===== config.mk =====
export PLATFORM = sky130hd
export DESIGN_NAME = booth_multiplier_seq
export DESIGN_NICKNAME = d
export VERILOG_FILES = /design/src/rtl/booth_multiplier_seq.sv
export SDC_FILE = /design/constraint.sdc
export NUM_CORES = 1
export LEC_CHECK = 0
export ABC_AREA = 0
export BUFFER_PORTS_ARGS = -buffer_cell sky130_fd_sc_hd__buf_2
export CAP_MARGIN = 20
export CORE_MARGIN = 2
export CORE_UTILIZATION = 64
export DETAILED_ROUTE_END_ITERATION = 10
export HOLD_SLACK_MARGIN = 0.12
export PLACE_DENSITY_LB_ADDON = 0.15
export SLEW_MARGIN = 0
export SYNTH_ARGS = -nofsm -noshare
export SYNTH_HDL_FRONTEND = slang
export SYNTH_SLANG_ARGS = --single-unit

===== constraint.sdc =====
create_clock -name clock -period 10.33 [get_ports clock]
set_clock_uncertainty 0.15 [all_clocks]
set_input_delay 1.5495 -clock clock [delete_from_list [all_inputs] [get_ports clock]]
set_output_delay 1.5495 -clock clock [all_outputs]
set_load 0.05 [all_outputs]

===== src/rtl/booth_multiplier_seq.sv =====
// booth_multiplier_seq
//   Multi-cycle signed radix-2 Booth multiplier. One Booth step (optional
//   add/subtract of the multiplicand, then an arithmetic shift) is done per
//   clock. After WIDTH steps the low WIDTH bits of the product are
//   registered, together with an overflow flag. A one-cycle ready pulse
//   marks the result.
//
// Ports
//   clock           rising-edge clock
//   reset_n         asynchronous, active-low reset
//   ctrl_mult       start pulse; accepted in IDLE or DONE
//   data_operandA   multiplicand, two's complement
//   data_operandB   multiplier, two's complement
//   data_result     product[WIDTH-1:0], registered
//   data_exception  product does not fit in WIDTH signed bits
//   data_resultRDY  one-cycle pulse: result/exception valid
//   busy            high while a multiply is in progress
module booth_multiplier_seq #(
    parameter int WIDTH = 32
) (
    input  logic             clock,
    input  logic             reset_n,
    input  logic             ctrl_mult,
    input  logic [WIDTH-1:0] data_operandA,
    input  logic [WIDTH-1:0] data_operandB,
    output logic [WIDTH-1:0] data_result,
    output logic             data_exception,
    output logic             data_resultRDY,
    output logic             busy
);

    // P = { upper accumulator (WIDTH+1), multiplier (WIDTH), Booth guard bit }
    localparam int PW = 2 * WIDTH + 2;
    localparam int CW = $clog2(WIDTH + 1);

    typedef enum logic [1:0] {
        IDLE = 2'd0,
        RUN  = 2'd1,
        DONE = 2'd2
    } state_t;

    state_t                  state, state_nxt;
    logic signed [WIDTH:0]   m_reg;
    logic signed [PW-1:0]    p_reg;
    logic        [CW-1:0]    count;

    logic                    start;
    logic                    last_step;
    logic signed [WIDTH:0]   upper;
    logic signed [WIDTH:0]   upper_sum;
    logic signed [PW-1:0]    p_step;

    // True when all bits are equal, i.e. the value collapses to one sign bit.
    function automatic logic fits_signed(input logic [WIDTH:0] hi);
        return (&hi) | ~(|hi);
    endfunction

    assign start     = (state != RUN) && ctrl_mult;
    assign last_step = (state == RUN) && (count == CW'(WIDTH - 1));
    assign busy      = (state == RUN);

    // One Booth step on the current P.
    always_comb begin
        upper = p_reg[PW-1:WIDTH+1];
        case (p_reg[1:0])
            2'b01:   upper_sum = upper + m_reg;
            2'b10:   upper_sum = upper - m_reg;
            default: upper_sum = upper;
        endcase
        p_step = $signed({upper_sum, p_reg[WIDTH:0]}) >>> 1;
    end

    always_ff @(posedge clock or negedge reset_n) begin
        if (!reset_n) begin
            state <= IDLE;
        end else begin
            state <= state_nxt;
        end
    end

    always_comb begin
        state_nxt = state;
        case (state)
            IDLE:    if (ctrl_mult) state_nxt = RUN;
            RUN:     if (last_step) state_nxt = DONE;
            DONE:    state_nxt = ctrl_mult ? RUN : IDLE;
            default: state_nxt = IDLE;
        endcase
    end

    always_ff @(posedge clock or negedge reset_n) begin
        if (!reset_n) begin
            m_reg          <= '0;
            p_reg          <= '0;
            count          <= '0;
            data_result    <= '0;
            data_exception <= 1'b0;
            data_resultRDY <= 1'b0;
        end else if (start) begin
            m_reg          <= {data_operandA[WIDTH-1], data_operandA};
            p_reg          <= {{(WIDTH + 1){1'b0}}, data_operandB, 1'b0};
            count          <= '0;
            data_resultRDY <= 1'b0;
        end else if (state == RUN) begin
            p_reg <= p_step;
            count <= count + CW'(1);
            if (last_step) begin
                // Product sits in p_step[2W:1]; the low half is bits [W:1].
                data_result    <= p_step[WIDTH:1];
                data_exception <= ~fits_signed(p_step[2*WIDTH:WIDTH]);
                data_resultRDY <= 1'b1;
            end else begin
                data_resultRDY <= 1'b0;
            end
        end else begin
            data_resultRDY <= 1'b0;
        end
    end

endmodule


==> summary.txt <==
Initial antenna violation count -> 2
Synth Area in Adders -> 5.22%
Yosys Warn Count -> 0
Fin Setup TNS -> 0 ns
CP top delay family -> simple AND/OR/NAND/NOR gates
Number of max-cap violations -> 0
Top fanout value on the critical path -> 6
Slew Viols, Final -> 0
Most used cell, CP -> a21o_1
Die Width -> 121 µm
Final period utilization -> 55.0%
Crit-path slowest cell -> or4_1
Ranking of synthesized cells by area -> dfrtp_1, mux2_2, mux2i_1
Clock Latency Late Sink -> 0.42 ns
Synth Area in Compound Gates -> 16.2%
Clock buffer depth -> 2
Remaining global-route overflow -> 0
R2R cell count -> 18
Number of global-route vias before repair -> 7,309
Std cell rows -> 42
CTS buffer count -> 17
Multi-input combinational cell area -> 5040 µm²
Worst hold endpoint -> data_result[19]
I/O Buffers -> 101
Resize count post-CTS -> 0
Largest family of logic cells by synthesized area -> simple AND/OR/NAND/NOR gates
Drt total wl -> 22.4 mm
First-pass GRT wire length -> 36.7 mm
Count of state elements after synthesis -> 139
WS Path Type -> register to register
Vias per inst -> 6.29
Total number of vias -> 7,431
Non-Filler Cell Area, Final -> 10,000 µm²
Pin slew with the least headroom to its limit -> 0.912 ns
Final setup fails -> 0
Post-synthesis simple-gate area fraction -> 17.6%
Worst path buffer plus inverter count -> 0
Max_slew headroom -> 39.2%
Largest net degree at the start of global routing -> 84
Fmax -> 0.176 GHz
RSZ-0062 raised after global routing -> no
Mux contribution to synthesized area -> 13.4%
Cell Area, Synth -> 8780 µm²
Placed cell count -> 1,149
WP depth -> 18
Final Instance Count excl. Fillers -> 1,182
Post-DP HPWL -> 14.7 mm
Share of cells above drive strength 1 -> 22.9%
Worst r2r src -> m_reg[3]
Final setup margin -> 4.65 ns
Cell variety after synth -> 71
Syn_area_per_cell -> 9.60 µm²
Clock sinks -> 139
Hold Path Origin -> data_result[19]
CTS tree -> done
Place WS -> 4.73 ns
Final #Nets -> 1,096
Asr flop ratio synth -> 100%
Placer congestion estimate -> 0.954
Reg area -> 3480 µm²
Top cell type's share of synthesized area -> 39.6%
Synth Area in XOR/XNOR -> 4.99%
Iter 0 DRT Violations -> 778
Syn nets -> 1,018
Number of flip-flops in the largest register -> 65
Critical path data required time -> 10.48 ns
DRC Markers -> 0
Area leader, netlist -> dfrtp_1
Synth Flop Type -> dfrtp_1
Period minus WS final -> 5.68 ns
Initial Util -> 66.0%
Crit end category -> register
Sequential area share after synthesis -> 39.6%
Core area -> 13,300 µm²
Clk slew on worst S/H paths -> 0.06 ns
Area of the die -> 14,700 µm²
CP peak stage delay -> 0.54 ns
R2R Setup Slk -> 4.65 ns
Root Driver -> clkbuf_16
Max H-tree Level -> 4
Mapped Cells -> 915
Area Growth Syn to Fin -> 14.0%
Die height -> 121 µm
# IOs -> 102
GRT Resource Usage Total -> 31.8%
RR Endpoint -> data_exception
Final ANT Viol Nets -> 0
CP Launch Type -> register
Outcome -> finished clean
Worst Hold Class -> register to register
Hold-critical path depth -> 1
Avg WL per Cell -> 19.0 µm
Hold buffer count at CTS -> 0
Cells along the critical path -> or3_4 -> nor4_1 -> and3_1 -> a21o_1 -> o21ai_0 -> xnor2_1 -> ha_1 -> a21o_1 -> o21bai_1 -> or4b_1 -> o21ai_2 -> nor3_1 -> a221oi_2 -> mux2i_1 -> xor2_1 -> or4_1 -> o32ai_1 -> nor2_1
Post-place instance area -> 9380 µm²
Data arrival, critical path -> 5.83 ns
Final Hold Fails -> 0
Post-CTS Setup Inserts -> 0
Drt pass-1 iters -> 7
EDFF count, synth -> 0
Filler cells -> 929
[worst max-delay path by stage]
stage	from	to	slack, ns
floorplan	m_reg[4]	data_exception	5.41
global placement	m_reg[4]	data_exception	4.89
detailed placement	m_reg[3]	data_exception	4.73
CTS	m_reg[3]	data_exception	4.68
global route	m_reg[4]	data_exception	4.31
finish	m_reg[3]	data_exception	4.65
[final cells by class]
cell class	count	share of cell area (%)
multi-input combinational	708	50.4
inverter	17	0.638
tap	176	2.20
clock buffer	21	4.50
antenna	2	0.0500
sequential	139	34.8
clock inverter	9	1.64
timing repair buffer	110	5.86
[cells in the final DEF, fill, tap and decap left out, drive strengths merged, types with 10 or more instances in the layout]
| cell | n |
|---|---|
| dfrtp | 139 |
| buf | 110 |
| o21ai | 92 |
| nand2 | 87 |
| mux2 | 65 |
| a21oi | 53 |
| nor2 | 49 |
| mux2i | 44 |
| xnor2 | 36 |
| ha | 35 |
| nand3b | 31 |
| clkbuf | 21 |
| nor3 | 19 |
| a21o | 18 |
| inv | 18 |
| xor2 | 14 |
| o211ai | 12 |
| a31oi | 11 |
| nor4 | 11 |
| nand3 | 10 |
| nand4 | 10 |
| or3 | 10 |
[cells in the mapped netlist (all sizes together), types with 18 or more instances]
cell and n:
xnor2 36, nand2 87, mux2i 44, nand3b 31
nor2 49, mux2 65, nor3 19, a21oi 53
o21ai 92, clkbuf 36, dfrtp 139, ha 35
a21o 18
[per-stage QoR]
step                hold WS (ns)  utilization (%)
global route               0.365             75.2
floorplan                  0.303                -
CTS                        0.354             75.1
detailed placement         0.337             70.5
finish                     0.352             75.3
global placement           0.334             70.5
[kinds of logic (layout without fill, tap and decap cells)]
kind of cell | after synthesis | after routing
DFF | 139 | 139
other | 0 | 2
AOI/OAI and AO/OA | 227 | 227
adders and majority gates | 36 | 36
and+or+nand+nor | 286 | 286
buffers and inverters | 68 | 157
muxes | 109 | 109
xor gates and xnor gates | 50 | 50
[metal layers]
layer,up-vias,track usage (%),share of wire [%],wire (µm)
met5,-,0,0,0
met4,0,10.2,2.5,552
met3,50,8.32,7.0,1570
met2,294,50.0,47,10500
met1,3593,43.1,44,9760
li1,3494,-,-,-
Power is left out: the tool's default activity adds up to more than one toggle a clock period on the data nets, which glitch-free logic cannot reach.
